<file path="src/rtl/core_md_pkg.sv">
// Shared definitions for the M-extension multiply/divide unit: op codes,
// FSM state encoding and the most-negative-value helper.
package core_md_pkg;

  // md_op codes follow the RV32M/RV64M funct3 encoding
  localparam logic [2:0] MD_MUL    = 3'd0;
  localparam logic [2:0] MD_MULH   = 3'd1;
  localparam logic [2:0] MD_MULHSU = 3'd2;
  localparam logic [2:0] MD_MULHU  = 3'd3;
  localparam logic [2:0] MD_DIV    = 3'd4;
  localparam logic [2:0] MD_DIVU   = 3'd5;
  localparam logic [2:0] MD_REM    = 3'd6;
  localparam logic [2:0] MD_REMU   = 3'd7;

  // FSM state encoding
  typedef logic [1:0] md_state_t;
  localparam md_state_t ST_IDLE = 2'd0;
  localparam md_state_t ST_MUL  = 2'd1;
  localparam md_state_t ST_DIV  = 2'd2;
  localparam md_state_t ST_FIX  = 2'd3;

  // Most-negative two's complement value for a given width (width <= 64)
  function automatic logic [63:0] md_most_neg(input int width);
    return 64'd1 << (width - 1);
  endfunction

endpackage

</file>
<file path="src/rtl/core_md_divider.sv">
// Iterative restoring radix-2 unsigned divider: one quotient bit per cycle,
// DATA_WIDTH iterations after the load edge.
module core_md_divider
  import core_md_pkg::*;
#(
  parameter int DATA_WIDTH = 32
) (
  input  logic                  clk,
  input  logic                  rst,
  input  logic                  start_i,
  input  logic                  kill_i,
  input  logic [DATA_WIDTH-1:0] dividend_i,
  input  logic [DATA_WIDTH-1:0] divisor_i,
  output logic                  ready_o,
  output logic                  done_o,
  output logic [DATA_WIDTH-1:0] quotient_o,
  output logic [DATA_WIDTH-1:0] remainder_o
);

  localparam int W  = DATA_WIDTH;
  localparam int CW = $clog2(DATA_WIDTH + 1);

  logic          busy;
  logic [CW-1:0] cnt;
  logic [W-1:0]  quo;
  logic [W-1:0]  rem;
  logic [W-1:0]  dvs;
  logic [W:0]    shifted;
  logic [W+1:0]  diff;
  logic          diff_unused;

  // Partial remainder shifted left with the next dividend bit, then trial subtract
  assign shifted     = {rem, quo[W-1]};
  assign diff        = {1'b0, shifted} - {2'b00, dvs};
  // A non-negative trial result is always below the divisor, so bit W is never needed
  assign diff_unused = diff[W];

  assign ready_o     = ~busy;
  assign done_o      = busy & (cnt == CW'(1));
  assign quotient_o  = quo;
  assign remainder_o = rem;

  // Iteration control: load on start, count down DATA_WIDTH steps, abort on kill
  always_ff @(posedge clk or posedge rst) begin
    if (rst) begin
      busy <= 1'b0;
      cnt  <= '0;
    end else if (kill_i) begin
      busy <= 1'b0;
      cnt  <= '0;
    end else if (start_i && !busy) begin
      busy <= 1'b1;
      cnt  <= CW'(W);
    end else if (busy) begin
      cnt <= cnt - CW'(1);
      if (cnt == CW'(1)) busy <= 1'b0;
    end
  end

  // Datapath: restoring step, quotient bits shift in from the LSB
  always_ff @(posedge clk) begin
    if (start_i && !busy) begin
      quo <= dividend_i;
      rem <= '0;
      dvs <= divisor_i;
    end else if (busy) begin
      if (!diff[W+1]) begin
        rem <= diff[W-1:0];
        quo <= {quo[W-2:0], 1'b1};
      end else begin
        rem <= shifted[W-1:0];
        quo <= {quo[W-2:0], 1'b0};
      end
    end
  end

endmodule

</file>
<file path="src/rtl/core_execution_unit_md.sv">
// Multi-cycle RV32M/RV64M multiply/divide unit with start/ready handshake,
// single-cycle valid pulse, registered result and kill for pipeline flush.
module core_execution_unit_md
  import core_md_pkg::*;
#(
  parameter int DATA_WIDTH  = 32,
  parameter int MUL_LATENCY = 2,
  parameter int MD_OP_WIDTH = 3
) (
  input  logic                   clk,
  input  logic                   rst,
  input  logic                   start_i,
  input  logic [MD_OP_WIDTH-1:0] md_op_i,
  input  logic [DATA_WIDTH-1:0]  rs1_i,
  input  logic [DATA_WIDTH-1:0]  rs2_i,
  input  logic                   kill_i,
  output logic                   ready_o,
  output logic                   valid_o,
  output logic [DATA_WIDTH-1:0]  result_o
);

  localparam int              W        = DATA_WIDTH;
  localparam int              CW       = (MUL_LATENCY > 1) ? $clog2(MUL_LATENCY) : 1;
  localparam logic [W-1:0]    MOST_NEG = W'(md_most_neg(W));
  localparam logic [CW-1:0]   MUL_LAST = CW'(MUL_LATENCY - 2);

  function automatic logic is_div_op(input logic [MD_OP_WIDTH-1:0] op);
    return (op == MD_DIV) || (op == MD_DIVU) || (op == MD_REM) || (op == MD_REMU);
  endfunction

  function automatic logic is_sdiv(input logic [MD_OP_WIDTH-1:0] op);
    return (op == MD_DIV) || (op == MD_REM);
  endfunction

  function automatic logic is_rem(input logic [MD_OP_WIDTH-1:0] op);
    return (op == MD_REM) || (op == MD_REMU);
  endfunction

  // Magnitude on a W+1-bit signed internal so the most-negative value survives
  function automatic logic [W-1:0] abs_val(input logic [W-1:0] x, input logic sgn);
    logic signed [W:0] ext;
    ext = sgn ? $signed({x[W-1], x}) : $signed({1'b0, x});
    if (ext < 0) ext = -ext;
    return ext[W-1:0];
  endfunction

  // Re-apply a sign to an unsigned magnitude on a W+1-bit internal
  function automatic logic [W-1:0] apply_sign(input logic [W-1:0] x, input logic neg);
    logic signed [W:0] t;
    t = $signed({1'b0, x});
    if (neg) t = -t;
    return t[W-1:0];
  endfunction

  function automatic logic [W-1:0] mul_sel(input logic signed [2*W-1:0] p,
                                           input logic [MD_OP_WIDTH-1:0] op);
    return (op == MD_MUL) ? p[W-1:0] : p[2*W-1:W];
  endfunction

  md_state_t               state;
  logic [CW-1:0]           mul_cnt;
  logic [MD_OP_WIDTH-1:0]  op_q;
  logic                    neg_q;
  logic                    neg_r;

  logic                    accept;
  logic                    sdiv;
  logic                    div_zero;
  logic                    div_ovf;
  logic [W-1:0]            fast_res;

  logic                    mul_a_sgn;
  logic                    mul_b_sgn;
  logic signed [2*W-1:0]   mul_a;
  logic signed [2*W-1:0]   mul_b;
  logic signed [2*W-1:0]   prod_p0;
  logic signed [2*W-1:0]   prod_final;

  logic                    div_start;
  logic                    div_ready;
  logic                    div_done;
  logic [W-1:0]            div_quo;
  logic [W-1:0]            div_rem;

  assign ready_o  = (state == ST_IDLE);
  assign accept   = ready_o & start_i & ~kill_i;
  assign sdiv     = is_sdiv(md_op_i);
  assign div_zero = (rs2_i == '0);
  assign div_ovf  = sdiv && (rs1_i == MOST_NEG) && (rs2_i == '1);
  assign fast_res = div_zero ? (is_rem(md_op_i) ? rs1_i : '1)
                             : (is_rem(md_op_i) ? '0 : rs1_i);

  // Sign-extend per op to 2W bits; the low 2W bits of the product are exact for all MUL* ops
  assign mul_a_sgn = (md_op_i == MD_MULH) || (md_op_i == MD_MULHSU);
  assign mul_b_sgn = (md_op_i == MD_MULH);
  assign mul_a     = $signed({{W{mul_a_sgn & rs1_i[W-1]}}, rs1_i});
  assign mul_b     = $signed({{W{mul_b_sgn & rs2_i[W-1]}}, rs2_i});
  assign prod_p0   = mul_a * mul_b;

  generate
    if (MUL_LATENCY == 1) begin : g_mul_comb
      assign prod_final = prod_p0;
    end else begin : g_mul_pipe
      logic signed [2*W-1:0] prod_sr [MUL_LATENCY-1];
      // Product delay line: the product captured at the accept edge reaches the last stage on the final edge
      always_ff @(posedge clk) begin
        prod_sr[0] <= prod_p0;
        for (int i = 1; i < MUL_LATENCY - 1; i++) prod_sr[i] <= prod_sr[i-1];
      end
      assign prod_final = prod_sr[MUL_LATENCY-2];
    end
  endgenerate

  assign div_start = accept & is_div_op(md_op_i) & ~div_zero & ~div_ovf & div_ready;

  core_md_divider #(
    .DATA_WIDTH (DATA_WIDTH)
  ) u_divider (
    .clk         (clk),
    .rst         (rst),
    .start_i     (div_start),
    .kill_i      (kill_i),
    .dividend_i  (abs_val(rs1_i, sdiv)),
    .divisor_i   (abs_val(rs2_i, sdiv)),
    .ready_o     (div_ready),
    .done_o      (div_done),
    .quotient_o  (div_quo),
    .remainder_o (div_rem)
  );

  // Control FSM and result register; kill in any busy state drops the op silently
  always_ff @(posedge clk or posedge rst) begin
    if (rst) begin
      state    <= ST_IDLE;
      valid_o  <= 1'b0;
      result_o <= '0;
      mul_cnt  <= '0;
      op_q     <= '0;
      neg_q    <= 1'b0;
      neg_r    <= 1'b0;
    end else begin
      valid_o <= 1'b0;
      case (state)
        ST_IDLE: begin
          if (accept) begin
            op_q    <= md_op_i;
            neg_q   <= sdiv & (rs1_i[W-1] ^ rs2_i[W-1]);
            neg_r   <= sdiv & rs1_i[W-1];
            mul_cnt <= '0;
            if (!is_div_op(md_op_i)) begin
              if (MUL_LATENCY == 1) begin
                result_o <= mul_sel(prod_p0, md_op_i);
                valid_o  <= 1'b1;
              end else begin
                state <= ST_MUL;
              end
            end else if (div_zero || div_ovf) begin
              result_o <= fast_res;
              valid_o  <= 1'b1;
            end else begin
              state <= ST_DIV;
            end
          end
        end
        ST_MUL: begin
          if (kill_i) begin
            state <= ST_IDLE;
          end else if (mul_cnt == MUL_LAST) begin
            result_o <= mul_sel(prod_final, op_q);
            valid_o  <= 1'b1;
            state    <= ST_IDLE;
          end else begin
            mul_cnt <= mul_cnt + CW'(1);
          end
        end
        ST_DIV: begin
          if (kill_i)        state <= ST_IDLE;
          else if (div_done) state <= ST_FIX;
        end
        ST_FIX: begin
          if (kill_i) begin
            state <= ST_IDLE;
          end else begin
            result_o <= is_rem(op_q) ? apply_sign(div_rem, neg_r)
                                     : apply_sign(div_quo, neg_q);
            valid_o  <= 1'b1;
            state    <= ST_IDLE;
          end
        end
        default: state <= ST_IDLE;
      endcase
    end
  end

endmodule

</file>
<file path="config.mk">
export PLATFORM = sky130hd
export DESIGN_NAME = core_execution_unit_md
export DESIGN_NICKNAME = d
export VERILOG_FILES = /design/src/rtl/core_md_pkg.sv /design/src/rtl/core_md_divider.sv /design/src/rtl/core_execution_unit_md.sv
export SDC_FILE = /design/constraint.sdc
export NUM_CORES = 2
export LEC_CHECK = 0
export ABC_AREA = 1
export CAP_MARGIN = 25
export CORE_ASPECT_RATIO = 1.25
export CORE_MARGIN = 3
export CORE_UTILIZATION = 63
export DETAILED_ROUTE_END_ITERATION = 12
export PLACE_DENSITY = 0.87
export SLEW_MARGIN = 20
export SYNTH_ARGS = -nofsm -noshare
export SYNTH_HDL_FRONTEND = slang
export SYNTH_SLANG_ARGS = --single-unit
export TNS_END_PERCENT = 10
</file>
<file path="constraint.sdc">
create_clock -name clk -period 2.8 [get_ports clk]
set_input_delay 0.56 -clock clk [delete_from_list [all_inputs] [get_ports clk]]
set_output_delay 0.56 -clock clk [all_outputs]
set_load 0.05 [all_outputs]
</file>
==> impl_metrics.tcl, run 1 <==
set metrics [dict create \
    status "did not finish" \
    die_y_um 335 \
    async_flop_share_pct 22.7 \
    synthCells 7277 \
    worst_endpoint_kind "register data pin" \
    syn_avg_cell_area_um2 7.49 \
    initial_core_util_pct 64.1 \
    grt_max_degree 43 \
    synthFlopType "dfxtp_1" \
    ctsHoldBuffers 0 \
    portBuffers 104 \
    error_line "[ERROR GRT-0232] Routing congestion too high. Check the congestion heatmap in the GUI." \
    synthDistinctLibCells 51 \
    synth_area_um2 54500 \
    syn_nets 8726 \
    ioPinCount 105 \
    crit_endpoint "g_mul_pipe.prod_sr[0][59]$_DFF_P_/D" \
    row_count 119 \
    grtUsageTotal_pct 58.7 \
    stop_stage "5_1_grt" \
    grt.overflow.total 103 \
    die_x_um 269 \
    cts_buffers 25 \
    cts_buffer_depth 3 \
    cts_sinks 207 \
    ys_seq_elements 207 \
    synth_edf_count 64 \
    root_buffer "clkbuf_16" \
    dpl-instance-area_um2 63000 \
    h-tree-depth 1 \
    yosysWarnings 0 \
    dpl.hpwl_mm 174 \
    place_congestion 1.11 \
    yosysSeqAreaShare_pct 9.22 \
]
==> timing repair <==
action,4_1_cts
endpoints found under the setup margin,108
gates resized for setup,421
setup buffers,31
cloned,7
pin swaps,128
==> per-layer routing <==
metal	overflow	global-route usage [%]
met1	2	60.5
met2	57	83.2
met3	4	31.1
met4	39	57.6
met5	1	3.57
==> through the flow <==
step	TNS, ps	hold slack (ps)	setup slack [ps]	cells
after floorplan	-217370	454	-4500	7277
after global placement	-365080	466	-5620	9034
after detailed placement	-376800	466	-5740	9034
after CTS	-217870	267	-4140	9117
==> Yosys cell counts (95+ instances only) <==
cell	number	area, µm²
nand3_1	263	1320
clkbuf_1	154	578
buf_1	111	417
fa_1	1126	22500
xor2_1	95	832
inv_1	1799	6750
a21oi_1	164	821
o21ai_0	203	1020
dfxtp_1	96	1920
nand2_1	1959	7350
nor2_1	509	1910
ha_1	252	3150
==> logic make-up after synthesis <==
logic type	after synthesis	synth area share (%)
AOI/OAI and AO/OA	510	5.01
buffers and inverters	2168	15.2
DFF	207	9.22
and+or+nand+nor	2882	21.3
adders and majority gates	1378	47.2
xor gates and xnor gates	132	2.12
==> run 2, diff against run 1 <==
CORE_ASPECT_RATIO = default   (was 1.25)
CORE_UTILIZATION = 40   (was 63)
PLACE_DENSITY = default   (was 0.87)
PLACE_DENSITY_LB_ADDON = 0.15   (was default)
==> run 2 against run 1 <==
  * The flow now finishes, with violations (setup timing)
  * Area after synthesis is the same
  * Synthesized cell count is the same
==> impl_metrics.tcl, run 2 <==
set metrics [dict create \
    clkLatencyLatePin_ps 590 \
    ctsHoldBuffers 0 \
    grt_pass1_vias 51600 \
    yosysTopAreaCell "fa_1" \
    core-area_um2 134000 \
    cp-startpoint "md_op_i[2]" \
    startpoint_type "primary input" \
    fin_crit_ps 6930 \
    dpl.hpwl_mm 180 \
    async_flop_share_pct 22.7 \
    initial_core_util_pct 40.6 \
    place_congestion 0.999 \
    cts_tree "done" \
    ys_seq_elements 207 \
    finalSetupViolCount 59 \
    min_path_type "primary input to asynchronous set/reset pin" \
    end_kind "flip-flop" \
    rsz0062_at_grt "true" \
    synthCells 7277 \
    ioPinCount 105 \
    antenna_found_initial 8 \
    top_register "g_mul_pipe.prod_sr" \
    first_iter_violations 3558 \
    yosysWarnings 0 \
    finalHoldViolCount 0 \
    drt-met1-wl_mm 89.7 \
    timing.final.crit_share_pct 247 \
    grtUsageTotal_pct 30.2 \
    root_buffer "clkbuf_16" \
    cts_sinks 207 \
    top_layer "met5" \
    via_per_inst 4.97 \
    syn_avg_cell_area_um2 7.49 \
    nNetsFinal 9468 \
    wire_per_inst_um 21.4 \
    die_y_um 375 \
    synthTopCellsByCount "nand2_1 (1959), inv_1 (1799), fa_1 (1126), nor2_1 (509), nand3_1 (263)" \
    skew_ps 25.4 \
    dpl-instance-area_um2 64300 \
    grt_pass1_wl_mm 320 \
    syn_to_final_growth_pct 24.0 \
    crit_path_max_fanout 6 \
    design.die.area_um2 141000 \
    wl_met2_mm 99.3 \
    placedCellCount 9723 \
    drive_above_1_share_pct 18.6 \
    layout_setup_ws_ps -4130 \
    stdcell_count 9816 \
    tns_ps -209390 \
    drt_wl_total_mm 210 \
    synth_area_um2 54500 \
    grt_max_degree 43 \
    cts_buffer_depth 3 \
    worstSetupPathType "primary input to flip-flop" \
    synthTopCellsByArea "fa_1 (41%), nand2_1 (13%), inv_1 (12%), ha_1 (5.8%), dfxtp_1 (3.5%)" \
    cp_top_family "adder cells" \
    crit_path_top_delay_cell "fa_2" \
    h-tree-depth 1 \
    syn_nets 8726 \
    clkTransAtPathRegs_ps 60 \
    cp_common_cell "fa_1" \
    slew_headroom_pct 41.0 \
    arrival_ps 7380 \
    largest_reg_flops 64 \
    drv_cap 0 \
    final_cell_mix "nand2_1 (1904), inv_1 (1752), fa_1 (1094), buf_4 (819), nor2_1 (418)" \
    cts_buffers 29 \
    met3WireLength_mm 11.3 \
    synthFlopType "dfxtp_1" \
    grt.overflow.total 0 \
    violations "setup timing" \
    portBuffers 104 \
    layout_commonest_cell "nand2_1" \
    place_ws_ps -5620 \
    die_x_um 375 \
    ant_nets 0 \
    drc 0 \
    cp.required_ps 3250 \
    max_stage_delay_ps 580 \
    slew_viol_final 0 \
    fin_area_um2 67500 \
    synth_edf_count 64 \
    rr_startpoint "u_divider.remainder_o[16]" \
    num_vias 48800 \
    synth_top_cell_area_share_pct 41.4 \
    tightest_slew_ps 883 \
    critPathBufInv 13 \
    row_count 134 \
    synthDistinctLibCells 51 \
    status "complete, but fails checks" \
    first_pass_iters 6 \
    yosysMostFrequentCell "nand2_1" \
    yosysSeqAreaShare_pct 9.22 \
    fmax_ghz 0.144 \
]
run 2: cell counts after synthesis:
No cell type changed its count.
run 2: repair_timing:
item | 4_1_cts | 5_1_grt
gates resized for setup | 341 | 191
gates cloned | 4 | 2
pin swaps | 89 | 69
setup endpoints to repair | 156 | 116
setup buffers | 10 | 17
hold endpoints to repair | 0 | 0
run 2: area by class of cell:
| type | count | area (µm²) |
|---|---|---|
| clock inverters | 13 | 135 |
| diodes | 7 | 17.5 |
| repair buffers | 1046 | 9410 |
| inverters | 1832 | 6910 |
| fillers | 13300 | 66800 |
| well taps | 1768 | 2210 |
| multi-input cells | 4903 | 43000 |
| clock buffers | 40 | 827 |
| flip-flops and latches | 207 | 5020 |
run 2: worst paths after layout:
path / endpoint / slack, ps / depth (start not counted)
max: g_mul_pipe.prod_sr[0][56] / -4130 / 34
max in group asynchronous: result_o[17] / 1810 / 3
min reg2reg: result_o[1] / 480 / 2
min in group clk: op_q[1] / 440 / 4
max reg2reg: u_divider.remainder_o[19] / 190 / 11
min: u_divider.cnt[5] / 340 / 2
run 2: routing by layer:
layer | GRT usage [%] | up-vias
li1 | - | 22600
met1 | 40.0 | 24600
met2 | 51.1 | 1289
met4 | 10.9 | 2
met5 | 0 | -
met3 | 3.52 | 303
run 2: through the flow:
step / hold WS, ps / utilization [%]
after global routing: 371 / 50.3
after detailed placement: 467 / 47.9
after floorplan: 454 / -
after CTS: 318 / 49.6
after global placement: 464 / 47.9
final: 343 / 50.3
run 2: logic make-up (layout without fill, tap and decap cells):
logic type / count (synthesis) / after routing / synth area share, %
DFF: 207 / 207 / 9.22
and+or+nand+nor: 2882 / 2883 / 21.3
xor gates and xnor gates: 132 / 132 / 2.12
buffers and inverters: 2168 / 2931 / 15.2
AOI/OAI and AO/OA: 510 / 510 / 5.01
other: 0 / 7 / 0
adders and majority gates: 1378 / 1378 / 47.2
Power of run 2 is not shown: default switching activity piles up to over one toggle a cycle in this logic, so the estimate is an artifact.
